===== config.mk =====
export PLATFORM = sky130hd
export DESIGN_NAME = pwm_write_arbiter
export DESIGN_NICKNAME = d
export VERILOG_FILES = /design/src/rtl/pwm_write_arbiter.sv
export SDC_FILE = /design/constraint.sdc
export NUM_CORES = 1
export LEC_CHECK = 0
export CAP_MARGIN = 40
export CORE_MARGIN = 1
export CORE_UTILIZATION = 45
export CTS_CLUSTER_SIZE = 30
export DETAILED_ROUTE_END_ITERATION = 8
export DONT_BUFFER_PORTS = 1
export PLACE_DENSITY = 0.63
export SLEW_MARGIN = 10
export SYNTH_ARGS = -nofsm -noshare
export SYNTH_HDL_FRONTEND = slang
export SYNTH_SLANG_ARGS = --single-unit

===== constraint.sdc =====
create_clock -name CLK -period 7 [get_ports CLK]
set_input_delay 2.1 -clock CLK [delete_from_list [all_inputs] [get_ports CLK]]
set_output_delay 2.1 -clock CLK [all_outputs]
set_load 0.01 [all_outputs]

===== src/rtl/pwm_write_arbiter.sv =====
// pwm_write_arbiter: owns the shared PWM register write bus (_Write/AddressBus/WriteBus).
// Host register writes are forwarded one cycle later and always take priority.
// A per-channel ramp engine moves each duty byte toward a target. Its writes are
// interleaved round-robin into cycles with no host write.
// Optional feature: define PWM_RAMP_IRQ_EN to add the active-low _IRQ ramp-completion
// output. It is cleared by a host write to RampBase + 4*NumOfPWMOutputs.

// One ramp lane: config registers, duty mirror, interval counter and pending flag.
module pwm_ramp_channel (
    input  logic       clk,
    input  logic       rst_n,
    input  logic       tick,
    input  logic       grant,
    input  logic       wr_target,
    input  logic       wr_step,
    input  logic       wr_interval,
    input  logic       wr_duty,
    input  logic [7:0] wdata,
    output logic       pend,
    output logic       active,
    output logic [7:0] nxt_cur
`ifdef PWM_RAMP_IRQ_EN
    ,
    output logic       done
`endif
);
    logic [7:0] cur;
    logic [7:0] target;
    logic [7:0] step;
    logic [7:0] interval;
    logic [7:0] cnt;
    logic       tick_pend;
    logic       reach;

    // Next duty value: one STEP toward TARGET, clamped at TARGET. STEP=0 jumps.
    // The differences are only taken in the direction that cannot underflow.
    // An add is only taken while it stays below TARGET, so it never wraps.
    always_comb begin
        nxt_cur = target;
        if (step != 8'd0) begin
            if (cur < target) begin
                if ((target - cur) > step) nxt_cur = cur + step;
            end else if (cur > target) begin
                if ((cur - target) > step) nxt_cur = cur - step;
            end
        end
    end

    assign reach     = (nxt_cur == target);
    assign tick_pend = tick & active & (cnt == 8'd0);

`ifdef PWM_RAMP_IRQ_EN
    // Completion only: a duty-write cancel never passes through a grant.
    assign done = grant & reach;
`endif

    // Host-programmed ramp configuration.
    always_ff @(posedge clk or negedge rst_n) begin
        if (!rst_n) begin
            target   <= 8'd0;
            step     <= 8'd1;
            interval <= 8'd0;
        end else begin
            if (wr_target)   target   <= wdata;
            if (wr_step)     step     <= wdata;
            if (wr_interval) interval <= wdata;
        end
    end

    // Ramp state. Host writes override ticks and grants.
    // A tick that expires the counter re-arms PEND even while the previous
    // period's request is being granted, unless that grant finishes the ramp.
    always_ff @(posedge clk or negedge rst_n) begin
        if (!rst_n) begin
            cur    <= 8'd0;
            cnt    <= 8'd0;
            pend   <= 1'b0;
            active <= 1'b0;
        end else if (wr_duty) begin
            cur    <= wdata;
            active <= 1'b0;
            pend   <= 1'b0;
        end else if (wr_target) begin
            active <= 1'b1;
            pend   <= 1'b0;
            cnt    <= interval;
        end else begin
            if (tick && active) cnt <= (cnt == 8'd0) ? interval : cnt - 8'd1;
            if (grant) begin
                cur <= nxt_cur;
                if (reach) begin
                    active <= 1'b0;
                    pend   <= 1'b0;
                end else begin
                    pend <= tick_pend;
                end
            end else if (tick_pend) begin
                pend <= 1'b1;
            end
        end
    end
endmodule

module pwm_write_arbiter #(
    parameter int NumOfPWMOutputs = 4,
    parameter int RegStride       = 6,
    parameter int DutyOffset      = 0,
    parameter int RampBase        = 24,
    parameter int TickDiv         = 256
) (
    input  logic                       CLK,
    input  logic                       _RST,
    input  logic                       HostWrite,
    input  logic [7:0]                 HostAddress,
    input  logic [7:0]                 HostData,
    output logic                       _Write,
    output logic [7:0]                 AddressBus,
    output logic [7:0]                 WriteBus,
    output logic [NumOfPWMOutputs-1:0] RampActive
`ifdef PWM_RAMP_IRQ_EN
    ,
    output logic                       _IRQ
`endif
);
    localparam int             N         = NumOfPWMOutputs;
    localparam int             CW        = (N > 1) ? $clog2(N) : 1;
    localparam int             PW        = $clog2(TickDiv);
    localparam logic [PW-1:0]  PRE_LAST  = PW'(TickDiv - 1);
    localparam logic [7:0]     RAMP_BASE = 8'(RampBase);
    localparam logic [N-1:0]   ONE       = N'(1);

    logic [PW-1:0]         pre;
    logic                  tick;
    logic                  is_cfg;
    logic                  fwd;
    logic [7:0]            cfg_off;
    logic [CW-1:0]         ptr;
    logic [N-1:0]          pend;
    logic [N-1:0]          after_ptr;
    logic [N-1:0]          req;
    logic [N-1:0]          hi_req;
    logic [N-1:0]          lo_req;
    logic [N-1:0]          hi_oh;
    logic [N-1:0]          lo_oh;
    logic [N-1:0]          gnt;
    logic [N-1:0][7:0]     nxt_cur;
    logic [7:0][N-1:0]     data_col;
    logic [7:0][N-1:0]     addr_col;
    logic [CW-1:0][N-1:0]  idx_col;
    logic [7:0]            gnt_data;
    logic [7:0]            gnt_addr;
    logic [CW-1:0]         gnt_idx;
`ifdef PWM_RAMP_IRQ_EN
    localparam logic [7:0] IRQ_CLR_ADDR = 8'(RampBase + 4 * N);
    logic [N-1:0]          done;
`endif

    assign tick = (pre == PRE_LAST);

    // Free-running ramp prescaler. It pulses tick once every TickDiv cycles.
    always_ff @(posedge CLK or negedge _RST) begin
        if (!_RST) pre <= '0;
        else       pre <= tick ? '0 : pre + PW'(1);
    end

    // Host address decode. Config space starts at RampBase and is never forwarded.
    assign is_cfg  = (HostAddress >= RAMP_BASE);
    assign cfg_off = HostAddress - RAMP_BASE;
    assign fwd     = HostWrite & ~is_cfg;

    genvar c, b;
    for (c = 0; c < N; c++) begin : g_ch
        localparam logic [7:0]    DUTY_ADDR = 8'(c * RegStride + DutyOffset);
        localparam logic [CW-1:0] IDX       = CW'(c);
        logic sel;

        assign sel = HostWrite & is_cfg & (cfg_off[7:2] == 6'(c));

        pwm_ramp_channel u_ch (
            .clk         (CLK),
            .rst_n       (_RST),
            .tick        (tick),
            .grant       (gnt[c]),
            .wr_target   (sel & (cfg_off[1:0] == 2'd0)),
            .wr_step     (sel & (cfg_off[1:0] == 2'd1)),
            .wr_interval (sel & (cfg_off[1:0] == 2'd2)),
            .wr_duty     (fwd & (HostAddress == DUTY_ADDR)),
            .wdata       (HostData),
            .pend        (pend[c]),
            .active      (RampActive[c]),
            .nxt_cur     (nxt_cur[c])
`ifdef PWM_RAMP_IRQ_EN
            ,
            .done        (done[c])
`endif
        );

        assign after_ptr[c] = (IDX > ptr);

        // Transposed copies so the granted lane can be selected by AND-OR reduction.
        for (b = 0; b < 8; b++) begin : g_bit
            assign data_col[b][c] = nxt_cur[c][b];
            assign addr_col[b][c] = DUTY_ADDR[b];
        end
        for (b = 0; b < CW; b++) begin : g_idx
            assign idx_col[b][c] = IDX[b];
        end
    end

    // Round-robin: the lowest pending lane above the last grant, else the lowest overall.
    // Any host write blocks all grants that cycle, so the requests stay pending.
    assign req    = HostWrite ? '0 : pend;
    assign hi_req = req & after_ptr;
    assign lo_req = req & ~after_ptr;
    assign hi_oh  = hi_req & (~hi_req + ONE);
    assign lo_oh  = lo_req & (~lo_req + ONE);
    assign gnt    = (hi_req != '0) ? hi_oh : lo_oh;

    for (b = 0; b < 8; b++) begin : g_mux
        assign gnt_data[b] = |(gnt & data_col[b]);
        assign gnt_addr[b] = |(gnt & addr_col[b]);
    end
    for (b = 0; b < CW; b++) begin : g_imux
        assign gnt_idx[b] = |(gnt & idx_col[b]);
    end

    // Registered write bus. A forwarded host write wins, then a ramp grant.
    always_ff @(posedge CLK or negedge _RST) begin
        if (!_RST) begin
            _Write     <= 1'b1;
            AddressBus <= 8'd0;
            WriteBus   <= 8'd0;
            ptr        <= '0;
        end else begin
            _Write <= 1'b1;
            if (fwd) begin
                _Write     <= 1'b0;
                AddressBus <= HostAddress;
                WriteBus   <= HostData;
            end else if (gnt != '0) begin
                _Write     <= 1'b0;
                AddressBus <= gnt_addr;
                WriteBus   <= gnt_data;
                ptr        <= gnt_idx;
            end
        end
    end

`ifdef PWM_RAMP_IRQ_EN
    // Completion interrupt. A completion beats a clear in the same cycle.
    always_ff @(posedge CLK or negedge _RST) begin
        if (!_RST)                                           _IRQ <= 1'b1;
        else if (done != '0)                                 _IRQ <= 1'b0;
        else if (HostWrite && (HostAddress == IRQ_CLR_ADDR)) _IRQ <= 1'b1;
    end
`endif
endmodule


==> flow_summary.ini <==
[outcome]
outcome = complete, no violations

[setup_path]
critical_path.slowest_cell = sky130_fd_sc_hd__dfrtp_1
critPathRequiredTime_ps = 7320
worstSetupEndpointType = flip-flop
critical-path-top-cell-by-count = sky130_fd_sc_hd__o21ai_0
critical_path_class = reg2reg
worstSetupStartpointType = flip-flop
crit_arrival_ps = 5120
timing.critical_path.cells = inv_1, fa_1, a21o_1, a21oi_2, nor2_1, o21a_1, nor2_1, xnor2_1, ha_1, o21ai_0, o21ai_0, a2111oi_2, or3_1, o21ai_0, o21ba_1, o31a_1, o211ai_2, o21ai_1
cpPeakStageDelay_ps = 540
critical_path.max_fanout = 10

[routing]
avgViaCountPerCell = 6.09
drt_first_pass_iters = 6
route.antenna.remaining_nets = 0
drc = 0
drtIter0Drc = 1361
routed_wl_mm = 51.4
via_count = 15000
wire_per_inst_um = 20.8

[final_layout]
finish.instance_area_um2 = 18200
final_layout_size_suffix_gt1_share_pct = 7.97
nets = 2166
insertedDiodeCount = 0
flow.area_growth_from_synthesis_pct = 5.27
stdcell_count = 2469
fillers = 3667
multiInputGateArea_um2 = 11400
seqCellArea_um2 = 4890

[yosys]
synth_cell_types = 95
ys_seq_area_share_pct = 28.2
synth-edff-count = 0
synth_top_family_by_area = compound AO/OA/AOI/OAI gates
synth_simple_gate_area_share_pct = 16.3
muxShareOfSynthArea_pct = 5.26
synth_flop_cell = sky130_fd_sc_hd__dfrtp_1
synth_compound_gate_area_share_pct = 22.7
synth_area_um2 = 17300
synth_area_per_cell_um2 = 8.60
synthesis.instances = 2012
synthAdderAreaFrac_pct = 15.3
ys_warn_count = 0
post_synth_main_area_contributors = sky130_fd_sc_hd__dfrtp_1 27%, sky130_fd_sc_hd__ha_1 13%, sky130_fd_sc_hd__mux2_2 4.6%, sky130_fd_sc_hd__o21ai_0 4.2%, sky130_fd_sc_hd__a21oi_1 4.1%
async_flop_share_pct = 100
yosysTopAreaCell = sky130_fd_sc_hd__dfrtp_1
flip_flop_and_latch_count_after_synthesis = 195
synth.net_count = 2233
yosys.area_share.xor_xnor_pct = 6.28
area_fraction_of_the_dominant_cell_type_after_synthesis_pct = 27.5

[sta]
finalWorstPathRequiredPeriod_ps = 4800
final.setup_skew_ps = 14.2
fin_setup_tns_ps = 0
max_clock_freq_ghz = 0.208
timing_worst_slew_pin_value_ps = 963
setup_slack_ps = 2200
slew_violations = 0
maxSlewHeadroom_pct = 34.1
grt_setup_unrepaired = false
timing.hold.ws_ps = 482
min_period_over_period_pct = 68.6
finalHoldViolCount = 0
finalSetupViolCount = 0

[global_routing]
grt_first_pass_wirelength_mm = 81.0
grt_use_total_pct = 26.7
largest_net_degree_at_the_start_of_global_routing = 196
grt_antenna_before_repair = 1
number_of_global_route_vias_before_repair = 14600
gr-total-overflow = 0

[clock_tree]
clockRootBuffer = sky130_fd_sc_hd__clkbuf_16
cts_max_path_buffers = 2
hold_buffers = 0
clock_insertion_delay_worst_skew_ps = 440
clk_transition_reported_paths_ps = 70
ctsResizeCount = 0
post_cts.repair.setup_buffers = 0
clock_tree.htree_level_count = 4
clock-sinks = 195
cts_tree = built
cts_buffers = 17

[place]
gp_routability_congestion = 0.984
place_ws_ps = 2070
place.port_buffers = 0
place.detailed.instances = 2436
dp_hpwl_mm = 38.9
dpl_cell_area_um2 = 17600

[power_and_ir_drop]
vdd.ir_drop.worst_mv = 0.186
power_density_nw_per_um2 = 387
pleak_nw = 8.02

[floorplanning]
initial_utilization_pct = 45.8
ios = 40
chipWidth_um = 198
fp.coreArea_um2 = 37800
floorplan.die_area_um2 = 39200
floorplan.rows = 71
chip_height_um = 198

[hold_path]
hold_path_class = reg2reg

[job]
max_capacitance_violation_count = 0
-- worst paths after layout --
kind                                         from                   end  slack (ps)  cells after the start
setup / recovery           g_ch[2].u_ch.target[1]     g_ch[2].u_ch.pend        2200                     18
hold / removal                             pre[4]                pre[4]         480                      1
min in group asynchronous                    _RST   g_ch[3].u_ch.cur[6]        1350                      0
max in group asynchronous                    _RST  g_ch[1].u_ch.step[0]        5290                      0
setup reg to reg           g_ch[2].u_ch.target[1]     g_ch[2].u_ch.pend        2200                     18
hold reg to reg                            pre[4]                pre[4]         480                      1
-- power by group --
| part | switching, W | leakage (nW) | internal (W) |
|---|---|---|---|
| logic | 0.00257 | 5.34 | 0.00182 |
| clock network | 0.000481 | 0.295 | 0.000550 |
| registers | 0.000315 | 2.39 | 0.00130 |
| total | 0.00337 | 8.02 | 0.00367 |
-- Yosys cell counts, drive strengths merged, types with 16 or more instances --
| cell type | instances |
|---|---|
| a21o | 37 |
| nor2 | 136 |
| ha | 186 |
| and2 | 17 |
| a211oi | 19 |
| and3 | 19 |
| nor2b | 28 |
| a22oi | 18 |
| o21ai | 152 |
| clkbuf | 50 |
| nand3 | 35 |
| a31oi | 23 |
| or3 | 16 |
| o211ai | 20 |
| mux2 | 71 |
| xnor2 | 77 |
| nand2b | 16 |
| o21bai | 22 |
| nand4 | 30 |
| inv | 155 |
| nand2 | 161 |
| a21oi | 144 |
| fa | 16 |
| nor3 | 38 |
| o221ai | 16 |
| dfrtp | 190 |
| xor2 | 47 |
| buf | 47 |
| o22ai | 19 |
-- metrics by stage --
| stage | total power, W | util (%) |
|---|---|---|
| after global routing | 0.00761 | 48.2 |
| after CTS | 0.00698 | 48.2 |
| after global placement | 0.00584 | 46.5 |
| after floorplan | 0.00487 | - |
| final | 0.00704 | 48.2 |
| after detailed placement | 0.00593 | 46.6 |
-- final cells by class --
cell class / count / area share [%]
clock inverter: 14 / 0.955
clock buffer: 18 / 2.41
multi-input combinational: 1564 / 62.6
inverter: 156 / 3.21
sequential: 195 / 26.8
tap: 511 / 3.51
timing repair buffer: 11 / 0.440
-- worst max-delay path, delay by kind of cell (launching register included) --
family | cells | cell delay [ps]
simple gates | 3 | 560
compound gates | 11 | 2570
fa+ha+maj | 2 | 740
flops | 1 | 540
xor+xnor | 1 | 130
buf+inv | 1 | 180
-- state kept, by name, summed over array words and instances (netlist names) --
name                count
g_ch.u_ch.pend          4
g_ch.u_ch.step         32
pre                     8
g_ch.u_ch.target       32
WriteBus                8
g_ch.u_ch.cur          32
g_ch.u_ch.interval     32
AddressBus              8
_Write                  1
ptr                     2
g_ch.u_ch.cnt          32
g_ch.u_ch.active        4
-- cell families (layout without fill, tap and decap cells) --
family                     after synthesis  in the layout
AOI/OAI and AO/OA                      592            592
xor gates and xnor gates               124            124
adders and majority gates              202            202
buffers and inverters                  253            199
DFF                                    195            195
muxes                                   82             82
and+or+nand+nor                        564            564
-- routing by layer --
layer | vias up | track usage, % | part of all wire, %
li1 | 7102 | - | -
met1 | 7255 | 36.0 | 44
met2 | 565 | 42.7 | 45
met3 | 111 | 4.33 | 6.9
met4 | 0 | 10.6 | 3.6
met5 | - | 0 | 0
-- cells in the final DEF (no fill, tap or decap), types with 10 or more instances in the layout --
cell type,synthesis,routed
sky130_fd_sc_hd__dfrtp_1,190,190
sky130_fd_sc_hd__ha_1,186,186
sky130_fd_sc_hd__nand2_1,159,159
sky130_fd_sc_hd__inv_1,155,155
sky130_fd_sc_hd__o21ai_0,146,146
sky130_fd_sc_hd__a21oi_1,143,142
sky130_fd_sc_hd__nor2_1,136,136
sky130_fd_sc_hd__xnor2_1,77,77
sky130_fd_sc_hd__mux2_2,70,70
sky130_fd_sc_hd__xor2_1,47,47
sky130_fd_sc_hd__a21o_1,37,37
sky130_fd_sc_hd__nor3_1,37,35
sky130_fd_sc_hd__nand3_1,34,34
sky130_fd_sc_hd__nand4_1,30,30
sky130_fd_sc_hd__nor2b_1,28,28
sky130_fd_sc_hd__a31oi_1,23,23
sky130_fd_sc_hd__o21bai_1,22,22
sky130_fd_sc_hd__and3_1,19,19
sky130_fd_sc_hd__o22ai_1,19,19
sky130_fd_sc_hd__o211ai_1,19,19
sky130_fd_sc_hd__a22oi_1,18,18
sky130_fd_sc_hd__a211oi_1,17,17
sky130_fd_sc_hd__and2_1,17,17
sky130_fd_sc_hd__clkbuf_16,0,17
sky130_fd_sc_hd__nand2b_1,16,16
sky130_fd_sc_hd__or3_1,16,16
sky130_fd_sc_hd__o221ai_1,16,16
sky130_fd_sc_hd__fa_1,16,16
sky130_fd_sc_hd__a221o_1,14,14
sky130_fd_sc_hd__nor3b_1,14,13
sky130_fd_sc_hd__nor4_1,13,13
sky130_fd_sc_hd__o311ai_0,13,13
sky130_fd_sc_hd__a221oi_1,11,11
sky130_fd_sc_hd__mux2i_1,11,11
sky130_fd_sc_hd__nor4b_1,10,10
sky130_fd_sc_hd__a211o_1,10,10
sky130_fd_sc_hd__buf_4,7,10
Power figures use the tool's default switching activity.
